## config.mk

```make
export PLATFORM = sky130hd
export DESIGN_NAME = key_cmd_decoder
export DESIGN_NICKNAME = d
export VERILOG_FILES = /design/src/rtl/key_cmd_pkg.sv /design/src/rtl/key_pulse_stretch.sv /design/src/rtl/key_cmd_decoder.sv
export SDC_FILE = /design/constraint.sdc
export NUM_CORES = 1
export LEC_CHECK = 0
export CAP_MARGIN = 10
export CORE_MARGIN = 10
export CORE_UTILIZATION = 45
export DETAILED_ROUTE_END_ITERATION = 12
export HOLD_SLACK_MARGIN = 0.05
export SLEW_MARGIN = 5
export SYNTH_ARGS = -nofsm -noshare
export SYNTH_HDL_FRONTEND = slang
export SYNTH_SLANG_ARGS = --single-unit
```

## constraint.sdc

```tcl
create_clock -name clk_in -period 8.7 [get_ports clk_in]
set_input_delay 1.74 -clock clk_in [delete_from_list [all_inputs] [get_ports clk_in]]
set_output_delay 1.74 -clock clk_in [all_outputs]
set_load 0.02 [all_outputs]
```

## src/rtl/key_cmd_pkg.sv

```systemverilog
// key_cmd_pkg: shared definitions for the keyboard command decoder.
//   - PS/2 set-2 scancode constants (prefixes, command keys, digits 0..9)
//   - cmd_t command enum driven into the pulse stretcher
//   - run_state_t run/stop FSM encoding
//   - decode_digit(): maps a make code to {valid, value}
package key_cmd_pkg;

    localparam logic [7:0] SC_BREAK = 8'hF0;
    localparam logic [7:0] SC_EXT   = 8'hE0;
    localparam logic [7:0] SC_ENTER = 8'h5A;
    localparam logic [7:0] SC_PAUSE = 8'h4D;
    localparam logic [7:0] SC_CLEAR = 8'h2D;
    localparam logic [7:0] SC_ESC   = 8'h76;

    localparam logic [7:0] SC_D0 = 8'h45;
    localparam logic [7:0] SC_D1 = 8'h16;
    localparam logic [7:0] SC_D2 = 8'h1E;
    localparam logic [7:0] SC_D3 = 8'h26;
    localparam logic [7:0] SC_D4 = 8'h25;
    localparam logic [7:0] SC_D5 = 8'h2E;
    localparam logic [7:0] SC_D6 = 8'h36;
    localparam logic [7:0] SC_D7 = 8'h3D;
    localparam logic [7:0] SC_D8 = 8'h3E;
    localparam logic [7:0] SC_D9 = 8'h46;

    typedef enum logic [1:0] {
        CMD_NONE  = 2'd0,
        CMD_START = 2'd1,
        CMD_PAUSE = 2'd2,
        CMD_CLEAR = 2'd3
    } cmd_t;

    typedef enum logic {
        ST_IDLE = 1'b0,
        ST_RUN  = 1'b1
    } run_state_t;

    typedef struct packed {
        logic       valid;
        logic [3:0] value;
    } digit_t;

    // Translate a digit make code into its decimal value.
    function automatic digit_t decode_digit(input logic [7:0] sc);
        digit_t d;
        d.valid = 1'b1;
        d.value = 4'd0;
        case (sc)
            SC_D0:   d.value = 4'd0;
            SC_D1:   d.value = 4'd1;
            SC_D2:   d.value = 4'd2;
            SC_D3:   d.value = 4'd3;
            SC_D4:   d.value = 4'd4;
            SC_D5:   d.value = 4'd5;
            SC_D6:   d.value = 4'd6;
            SC_D7:   d.value = 4'd7;
            SC_D8:   d.value = 4'd8;
            SC_D9:   d.value = 4'd9;
            default: d.valid = 1'b0;
        endcase
        return d;
    endfunction

endpackage

```

## src/rtl/key_pulse_stretch.sv

```systemverilog
// key_pulse_stretch: turns a one-cycle command into a one-hot output pulse
// lasting exactly PULSE_CYCLES cycles. A new command drops the previous
// output and reloads the counter on the same edge.
//   clk_in, reset (async, active-high)
//   cmd                 : command this cycle (CMD_NONE = nothing)
//   start, pause, clear : registered one-hot stretched pulses
module key_pulse_stretch
    import key_cmd_pkg::*;
#(
    parameter int unsigned PULSE_CYCLES = 65536
) (
    input  logic clk_in,
    input  logic reset,
    input  cmd_t cmd,
    output logic start,
    output logic pause,
    output logic clear
);

    localparam int unsigned CNT_W = $clog2(PULSE_CYCLES + 1);
    localparam logic [CNT_W-1:0] CNT_LOAD = CNT_W'(PULSE_CYCLES);
    localparam logic [CNT_W-1:0] CNT_ONE  = CNT_W'(1);

    logic [CNT_W-1:0] count;

    // count holds the remaining high cycles including the current one;
    // outputs drop on the edge where it reaches zero.
    always_ff @(posedge clk_in or posedge reset) begin
        if (reset) begin
            count <= '0;
            start <= 1'b0;
            pause <= 1'b0;
            clear <= 1'b0;
        end else if (cmd != CMD_NONE) begin
            count <= CNT_LOAD;
            start <= (cmd == CMD_START);
            pause <= (cmd == CMD_PAUSE);
            clear <= (cmd == CMD_CLEAR);
        end else if (count != '0) begin
            count <= count - CNT_ONE;
            if (count == CNT_ONE) begin
                start <= 1'b0;
                pause <= 1'b0;
                clear <= 1'b0;
            end
        end
    end

endmodule

```

## src/rtl/key_cmd_decoder.sv

```systemverilog
// key_cmd_decoder: decodes PS/2 set-2 scancodes into playback commands.
// Digits build a decimal file index, Enter commits it and starts, P pauses,
// R clears, Esc discards the pending entry. F0/E0 prefixes are tracked.
//   clk_in, reset (async, active-high)
//   scancode[7:0], scancode_valid : receiver byte + one-cycle qualifier
//   start, pause, clear           : stretched command pulses
//   running                       : run/stop state
//   file_id[ID_WIDTH-1:0]         : committed pattern index
//   digit_count[2:0]              : digits held in the pending entry
// Optional: define KEY_CMD_REPEAT_FILTER_EN to suppress typematic repeats.
module key_cmd_decoder
    import key_cmd_pkg::*;
#(
    parameter int unsigned ID_WIDTH     = 16,
    parameter int unsigned MAX_DIGITS   = 3,
    parameter int unsigned PULSE_CYCLES = 65536
) (
    input  logic                clk_in,
    input  logic                reset,
    input  logic [7:0]          scancode,
    input  logic                scancode_valid,
    output logic                start,
    output logic                pause,
    output logic                clear,
    output logic                running,
    output logic [ID_WIDTH-1:0] file_id,
    output logic [2:0]          digit_count
);

    localparam int unsigned WIDE_W = ID_WIDTH + 4;
    localparam logic [ID_WIDTH-1:0] ID_MAX = '1;

    run_state_t          state, state_nxt;
    cmd_t                cmd_c;
    logic                break_pending, ext_pending;
    logic                break_nxt, ext_nxt;
    logic                key_c, repeat_c, hit_c;
    logic                ev_digit, ev_esc, ev_enter, ev_pause, ev_clear;
    logic                digit_room_c;
    digit_t              dig_c;
    logic [ID_WIDTH-1:0] entry;
    logic [WIDE_W-1:0]   entry_mac_c;
    logic [ID_WIDTH-1:0] entry_sat_c;

    // Prefix tracking: decide whether this byte is a key to decode.
    always_comb begin
        key_c     = 1'b0;
        break_nxt = break_pending;
        ext_nxt   = ext_pending;
        if (scancode_valid) begin
            if (break_pending) begin
                break_nxt = 1'b0;
            end else if (ext_pending) begin
                ext_nxt = 1'b0;
                key_c   = (scancode == SC_ENTER);
            end else if (scancode == SC_BREAK) begin
                break_nxt = 1'b1;
            end else if (scancode == SC_EXT) begin
                ext_nxt = 1'b1;
            end else begin
                key_c = 1'b1;
            end
        end
    end

    always_ff @(posedge clk_in or posedge reset) begin
        if (reset) begin
            break_pending <= 1'b0;
            ext_pending   <= 1'b0;
        end else begin
            break_pending <= break_nxt;
            ext_pending   <= ext_nxt;
        end
    end

`ifdef KEY_CMD_REPEAT_FILTER_EN
    logic [7:0] last_make;
    logic       last_armed;

    // A make equal to the last one with no break in between is a typematic repeat.
    assign repeat_c = key_c && last_armed && (scancode == last_make);

    always_ff @(posedge clk_in or posedge reset) begin
        if (reset) begin
            last_make  <= 8'h00;
            last_armed <= 1'b0;
        end else if (key_c) begin
            last_make  <= scancode;
            last_armed <= 1'b1;
        end else if (scancode_valid && break_pending && (scancode == last_make)) begin
            last_armed <= 1'b0;
        end
    end
`else
    assign repeat_c = 1'b0;
`endif

    // Key events (before run-state qualification).
    assign hit_c    = key_c & ~repeat_c;
    assign dig_c    = decode_digit(scancode);
    assign ev_digit = hit_c & dig_c.valid;
    assign ev_esc   = hit_c & (scancode == SC_ESC);
    assign ev_enter = hit_c & (scancode == SC_ENTER);
    assign ev_pause = hit_c & (scancode == SC_PAUSE);
    assign ev_clear = hit_c & (scancode == SC_CLEAR);

    // Run/stop FSM: state register.
    always_ff @(posedge clk_in or posedge reset) begin
        if (reset) begin
            state <= ST_IDLE;
        end else begin
            state <= state_nxt;
        end
    end

    // Run/stop FSM: next state.
    always_comb begin
        state_nxt = state;
        case (state)
            ST_IDLE: if (ev_enter) state_nxt = ST_RUN;
            ST_RUN:  if (ev_pause || ev_clear) state_nxt = ST_IDLE;
            default: state_nxt = ST_IDLE;
        endcase
    end

    // Run/stop FSM: command issued to the pulse stretcher.
    always_comb begin
        cmd_c = CMD_NONE;
        if (ev_clear) begin
            cmd_c = CMD_CLEAR;
        end else if ((state == ST_IDLE) && ev_enter) begin
            cmd_c = CMD_START;
        end else if ((state == ST_RUN) && ev_pause) begin
            cmd_c = CMD_PAUSE;
        end
    end

    assign running = (state == ST_RUN);

    // entry*10+d in a wider word; 10*(2^W-1)+9 < 2^(W+4) so nothing is lost.
    assign entry_mac_c  = WIDE_W'(entry) * WIDE_W'(10) + WIDE_W'(dig_c.value);
    assign entry_sat_c  = (entry_mac_c > WIDE_W'(ID_MAX)) ? ID_MAX : entry_mac_c[ID_WIDTH-1:0];
    assign digit_room_c = (digit_count < 3'(MAX_DIGITS));

    // Digit entry and committed file index.
    always_ff @(posedge clk_in or posedge reset) begin
        if (reset) begin
            entry       <= '0;
            digit_count <= 3'd0;
            file_id     <= '0;
        end else if (ev_clear || ev_esc) begin
            entry       <= '0;
            digit_count <= 3'd0;
        end else if (ev_enter && (state == ST_IDLE)) begin
            if (digit_count != 3'd0) begin
                file_id <= entry;
            end
            entry       <= '0;
            digit_count <= 3'd0;
        end else if (ev_digit && (state == ST_IDLE) && digit_room_c) begin
            entry       <= entry_sat_c;
            digit_count <= digit_count + 3'd1;
        end
    end

    key_pulse_stretch #(
        .PULSE_CYCLES (PULSE_CYCLES)
    ) u_pulse (
        .clk_in (clk_in),
        .reset  (reset),
        .cmd    (cmd_c),
        .start  (start),
        .pause  (pause),
        .clear  (clear)
    );

endmodule
```

==> results.toml, run 1 <==
[outcome]
run_status = "finished, final reports clean"

[floorplan]
floorplan.io_pins = 34
die_w_microns = 117
std_cell_rows = 35
die_height_microns = 117
floorplan.die_area_sq_um = 13800
initial_core_util = 0.463
core-area_sq_um = 9240

[sta]
final.setup_skew_ns = 0.0122
finalHoldViolations = 0
worst_slack_ns = 2.81
timing.final.max_slew_violations = 0
worst_pin_slew_ns = 1.16
finalCritPeriodShare = 0.677
max-slew-margin-rel = 0.228
clock.fmax_mhz = 170
timing.setup.tns_ns = 0
period_needed_ns = 5.89
hold_ws_ns = 0.481
grt_setup_unrepaired = "no"
setup_viol_count_final = 0

[yosys]
synth.cell_area_sq_um = 4270
asyncSetResetFlopFracSynth = 1.00
synthCells = 441
yosys-top-cells-area = "sky130_fd_sc_hd__dfrtp_1, sky130_fd_sc_hd__ha_1, sky130_fd_sc_hd__a21oi_1, sky130_fd_sc_hd__mux2_2, sky130_fd_sc_hd__a21oi_4"
post-synth-top-area-fraction = 0.340
postSynthAreaPerCell_sq_um = 9.69
top_post_synthesis_cells_by_count = "sky130_fd_sc_hd__dfrtp_1, sky130_fd_sc_hd__a21oi_1, sky130_fd_sc_hd__ha_1"
synth_edf_count = 0
synth.yosys.seq_area_share = 0.340
dominantRegCellSynth = "sky130_fd_sc_hd__dfrtp_1"
synthDominantAreaCellType = "sky130_fd_sc_hd__dfrtp_1"
yosys.cell_count.top_type = "sky130_fd_sc_hd__dfrtp_1"
synth.net_count = 489
synth-seq-cells = 58
ys.warnings.count = 0
synth_cell_type_count = 66

[grt]
grt_pass1_vias = 3209
grt_first_pass_wirelength_microns = 15900
grt.overflow.total = 0
antenna_found_initial = 0
grt_util_all_layers = 0.134
pin_count_of_the_biggest_net_entering_global_routing = 59

[power]
p_leak_nw = 2.06
net-switching-power_mw = 1.04
p_clk_frac = 0.115
vdd_ir_drop_max_uv = 459
p_per_area_nw_per_um2 = 428
fraction_of_power_consumed_by_sequential_logic = 0.205
total_power_mw = 2.09
cell_internal_pwr_mw = 1.05
combinationalPowerShare = 0.680
p_sw_frac = 0.496

[detailed_routing]
route.antenna.remaining_nets = 0
dr.pass1.iters = 6
route.vias.total = 3249
routed_wire_length_per_instance_microns = 15.1
detailedRoute.firstIterationViolations = 155
routed_wirelength_microns = 9150
route.detailed.drc = 0
drt-vias-per-instance = 5.38

[cts]
clock_insertion_delay_worst_skew_ns = 0.33
cts-resized-gates = 0
clk_root_buffer_cell = "sky130_fd_sc_hd__clkbuf_8"
cts_max_path_buffers = 2
holdBufCountCts = 0
worst_setup_hold_path_clk_slew_ns = 0.07
tritoncts = "done"
cts.htree.levels = 3
post-cts-setup-buffer-count = 0
tritoncts_num_sinks = 58
cts_made_buffers = 9

[cells_and_area]
design_area_sq_um = 4880
design.final.nets = 518
finalNonFillerCells = 604
final_layout_size_suffix_gt1_frac = 0.149
antennaDiodeCount = 0
finish.utilization = 0.528
synthToLayoutAreaGrowth_pct = 14.2

[critical_path]
required_ns = 8.87
reg2reg_slack_ns = 4.38
timing.setup.critical_path_class = "in2reg"
crit_path_cell_trace = "clkdlybuf4s50_1, nor2b_1, nand2_1, nor3b_1, a21oi_1, nor3_1, ha_1, fa_1, a21o_1, nand2_1, nor3_1, and3_1, nand4_1, nor4_2, mux2_1, and4_1, a21oi_1"
worstPathMaxFanout = 16
crit_path_start_kind = "primary input"
cp_data_arrival_time_ns = 6.06
cpMaxStageDelayCell = "sky130_fd_sc_hd__and4_1"
endpoint_kind = "flop"
reg2reg_depth = 13
cpPeakStageDelay_ns = 0.95

[placed_design]
detailed_place.area_sq_um = 4690
dpl_worst_slack_ns = 2.49
gp_congestion = 0.873
hpwlAfterDp_microns = 6740
post-place-cells = 588
buffer_ports.inserted = 33

[worst_hold_path]
hp-class = "reg2reg"
timing.hold.worst_path_depth = 2

[job]
number_of_maximum_capacitance_constraint_violations = 0
## critical path, delay by kind of cell
family                     cells  cell delay [ns]
adders and majority gates      2             0.45
AOI/OAI and AO/OA              3             0.37
buffers and inverters          1             0.52
and+or+nand+nor               10             2.83
muxes                          1             0.16
## placed cells by master (no fill, tap or decap), drive strengths merged, types with 11 or more instances in the layout
cell	instances
a21o	11
a21oi	56
clkbuf	12
clkdlybuf4s50	33
dfrtp	58
ha	35
inv	16
mux2	17
nand2	31
nand3	14
nor2	23
nor3	17
o21ai	16
xnor2	20
xor2	11
## cell type report
class / count / area [sq um]
clock buffer: 12 / 165
clock inverter: 4 / 25.0
fill: 873 / 4360
inverter: 16 / 60.1
multi-input combinational: 348 / 2660
sequential: 58 / 1450
tap: 129 / 161
timing repair buffer: 37 / 360
## final timing paths
check	startpoint	end
hold reg to reg	break_pending	break_pending
min in group asynchronous	reset	u_pulse.count[10]
setup reg to reg	entry[1]	entry[2]
setup / recovery	scancode[1]	entry[2]
max in group asynchronous	reset	u_pulse.count[6]
hold / removal	break_pending	break_pending
## state kept, by name (all words and copies together) (netlist names)
register       flops
ext_pending        1
u_pulse.clear      1
u_pulse.pause      1
u_pulse.count     17
digit_count        3
u_pulse.start      1
break_pending      1
running            1
file_id           16
entry             16
## power by group through the flow
stage | Sequential (mW) | Combinational (mW) | Clock [mW]
detailed placement | 0.434 | 1.42 | 0
CTS | 0.430 | 1.42 | 0.247
global route | 0.444 | 1.60 | 0.260
finish | 0.429 | 1.42 | 0.239
global placement | 0.433 | 1.40 | 0
floorplan | 0.409 | 1.20 | 0
## per-layer routing
| metal | vias to the layer above | share of wire | track usage |
|---|---|---|---|
| met5 | - | 0 | 0 |
| met4 | 0 | 0.0051 | 0.0371 |
| li1 | 1657 | - | - |
| met2 | 52 | 0.48 | 0.214 |
| met1 | 1536 | 0.48 | 0.177 |
| met3 | 4 | 0.037 | 0.0326 |
## logic make-up (layout without fill, tap and decap cells)
logic type,Yosys count,count (layout),share of synthesized area
AO/OA/AOI/OAI,112,112,0.196
XOR/XNOR,31,31,0.0670
adder cells (fa/ha/maj),37,37,0.112
buffers and inverters,35,69,0.0389
flip-flops,58,58,0.340
multiplexers,20,20,0.0518
AND/OR/NAND/NOR,148,148,0.194
Note: power is estimated with default switching activity, not from simulation.
==> run 2: changes to the inputs <==
--- a/config.mk
+++ b/config.mk
@@ -10,6 +10,7 @@
 export CORE_UTILIZATION = 45
 export DETAILED_ROUTE_END_ITERATION = 12
 export HOLD_SLACK_MARGIN = 0.05
+export PLACE_DENSITY = 0.67
 export SLEW_MARGIN = 5
 export SYNTH_ARGS = -nofsm -noshare
 export SYNTH_HDL_FRONTEND = slang
==> constraint.sdc (replaced) <==
create_clock -name clk_in -period 5.4 [get_ports clk_in]
set_input_delay 1.08 -clock clk_in [delete_from_list [all_inputs] [get_ports clk_in]]
set_output_delay 1.08 -clock clk_in [all_outputs]
set_load 0.02 [all_outputs]
==> run 2 against run 1 <==
Net effect:
- total power increased by 63%
- flip-flop and latch count unchanged
- first-iteration DRC count increased by 54%
- clock-buffer cell count decreased by 1
- clock power increased by 65%
- highest routed layer unchanged
==> results.toml, run 2 (synthesized netlist as in run 1, its figures left out) <==
[cells_and_area]
largest_reg_flops = 17
synthToLayoutAreaGrowth_pct = 14.5
reg_top3 = "u_pulse.count (17), entry (16), file_id (16)"
multiInputGateArea_sq_um = 2660
n_fill_cell = 827
antennaDiodeCount = 0
final_common_cell = "sky130_fd_sc_hd__dfrtp_1"
most-common-layout-cells = "sky130_fd_sc_hd__dfrtp_1, sky130_fd_sc_hd__a21oi_1, sky130_fd_sc_hd__ha_1, sky130_fd_sc_hd__clkdlybuf4s50_1, sky130_fd_sc_hd__nand2_1"
sequential_cell_area_sq_um = 1450
design.final.nets = 519
final_layout_size_suffix_gt1_frac = 0.149
regMostFlops = "u_pulse.count"
finalNonFillerCells = 605

[grt]
antenna_found_initial = 0
grt_pass1_vias = 3417
grt_first_pass_wirelength_microns = 16400
grt.overflow.total = 0
pin_count_of_the_biggest_net_entering_global_routing = 59
grt_util_all_layers = 0.138

[cts]
clock_insertion_delay_worst_skew_ns = 0.33
cts_max_path_buffers = 2
worst_setup_hold_path_clk_slew_ns = 0.06
clk_root_buffer_cell = "sky130_fd_sc_hd__clkbuf_8"
cts-resized-gates = 0
post-cts-setup-buffer-count = 0
cts.htree.levels = 3
tritoncts = "done"
holdBufCountCts = 0
cts_made_buffers = 9
tritoncts_num_sinks = 58

[sta]
timing.setup.tns_ns = 0
timing.final.max_slew_violations = 0
max-slew-margin-rel = 0.508
finalHoldViolations = 0
period_needed_ns = 4.85
grt_setup_unrepaired = "no"
worst_pin_slew_ns = 0.738
clock.fmax_mhz = 206
setup_viol_count_final = 0
final.setup_skew_ns = 0.0134
finalCritPeriodShare = 0.898

[critical_path]
cpMaxStageDelayCell = "sky130_fd_sc_hd__clkdlybuf4s50_1"
worstPathMaxFanout = 16
timing.setup.critical_path_class = "in2reg"
crit_path_cell_trace = "clkdlybuf4s50_1, nor2b_1, nand2_1, nor3b_1, a21oi_1, nor3_1, ha_1, fa_1, a21o_1, nand2_1, nor3_1, and3_1, nand4_1, nor4_2, mux2_1, and4_1, buf_4, a21oi_1"
cpPeakStageDelay_ns = 0.51
required_ns = 5.64
critical_path.reg2reg.startpoint = "entry[1]"
crit_path_start_kind = "primary input"
endpoint_kind = "flop"
cp_data_arrival_time_ns = 5.09
crit_start = "scancode[1]"

[floorplan]
floorplan.die_area_sq_um = 13800
std_cell_rows = 35
floorplan.io_pins = 34
die_w_microns = 117
die_height_microns = 117
core-area_sq_um = 9240
initial_core_util = 0.463

[outcome]
run_status = "finished, final reports clean"

[placed_design]
post-place-cells = 589
buffer_ports.inserted = 33
gp_congestion = 0.886
hpwlAfterDp_microns = 7050

[detailed_routing]
route.antenna.remaining_nets = 0
routed_wirelength_microns = 9410
dr.pass1.iters = 4
route.detailed.drc = 0
drt-vias-per-instance = 5.52
routed_wire_length_per_instance_microns = 15.6
detailedRoute.firstIterationViolations = 239
route.vias.total = 3338

[power]
p_per_area_nw_per_um2 = 698
vdd_ir_drop_max_uv = 580
p_leak_nw = 2.08

[job]
number_of_maximum_capacitance_constraint_violations = 0

[worst_hold_path]
hp-class = "reg2reg"
launch_instance_of_the_worst_min_delay_path = "break_pending"
## run 2: changes by cell type in the layout (fill, tap and decap cells not counted)
cell / change
sky130_fd_sc_hd__clkinvlp_4: -2
sky130_fd_sc_hd__clkbuf_8: -2
sky130_fd_sc_hd__clkinv_4: +1
sky130_fd_sc_hd__buf_4: +1
sky130_fd_sc_hd__bufinv_16: +1
sky130_fd_sc_hd__clkbuf_1: +1
sky130_fd_sc_hd__clkinv_2: +1
## run 2: critical path: cells and delay by family
| kind | cells | cell delay [ns] |
|---|---|---|
| and+or+nand+nor | 10 | 2.10 |
| buffers and inverters | 2 | 0.74 |
| adders and majority gates | 2 | 0.42 |
| AOI/OAI and AO/OA | 3 | 0.38 |
| muxes | 1 | 0.35 |
## run 2: per-stage QoR
stage	instance area, sq um	worst slack, ns	util	power (mW)	hold slack [ns]
floorplan	4270	1.25	-	2.58	0.448
global route	4890	0.200	0.529	3.73	0.518
global placement	4700	0.429	0.508	2.95	0.468
finish	4890	0.551	0.529	3.41	0.483
detailed placement	4700	0.285	0.508	3.01	0.480
CTS	4890	0.612	0.529	3.43	0.494
## run 2: final timing paths
| kind | to | slack [ns] | cells past startpoint |
|---|---|---|---|
| worst min register to register | break_pending | 0.48 | 2 |
| worst min-delay path | break_pending | 0.48 | 2 |
| max in group asynchronous | file_id[2] | 3.62 | 3 |
| worst max register to register | entry[2] | 1.62 | 14 |
| worst max-delay path | entry[2] | 0.55 | 18 |
| min in group asynchronous | file_id[13] | 1.28 | 3 |
## run 2: power by group
part | leakage, nW | internal, mW | switching [mW]
sequential | 0.714 | 0.544 | 0.143
combinational | 1.26 | 0.953 | 1.38
clock | 0.103 | 0.224 | 0.169
## run 2: layout make-up
class | instances | area share
clock buffers | 11 | 0.0289
repair buffers | 38 | 0.0752
flip-flops and latches | 58 | 0.297
well taps | 129 | 0.0330
multi-input cells | 348 | 0.543
clock inverters | 5 | 0.0110
inverters | 16 | 0.0123
## run 2: per-layer routing
metal,up-vias,track usage,share of wire
met1,1607,0.181,0.48
met4,0,0.0386,0.011
met3,10,0.0307,0.045
li1,1653,-,-
met2,68,0.220,0.47
met5,-,0,0
==> run 3: changes to the inputs <==
--- a/config.mk
+++ b/config.mk
@@ -9,7 +9,7 @@
 export CORE_MARGIN = 10
 export CORE_UTILIZATION = 45
 export DETAILED_ROUTE_END_ITERATION = 12
-export HOLD_SLACK_MARGIN = 0.05
+export HOLD_SLACK_MARGIN = 0.06
 export PLACE_DENSITY = 0.67
 export SLEW_MARGIN = 5
 export SYNTH_ARGS = -nofsm -noshare
==> results of run 3 <==
Same layout as run 2: the final DEF is identical, and so are final timing and power.
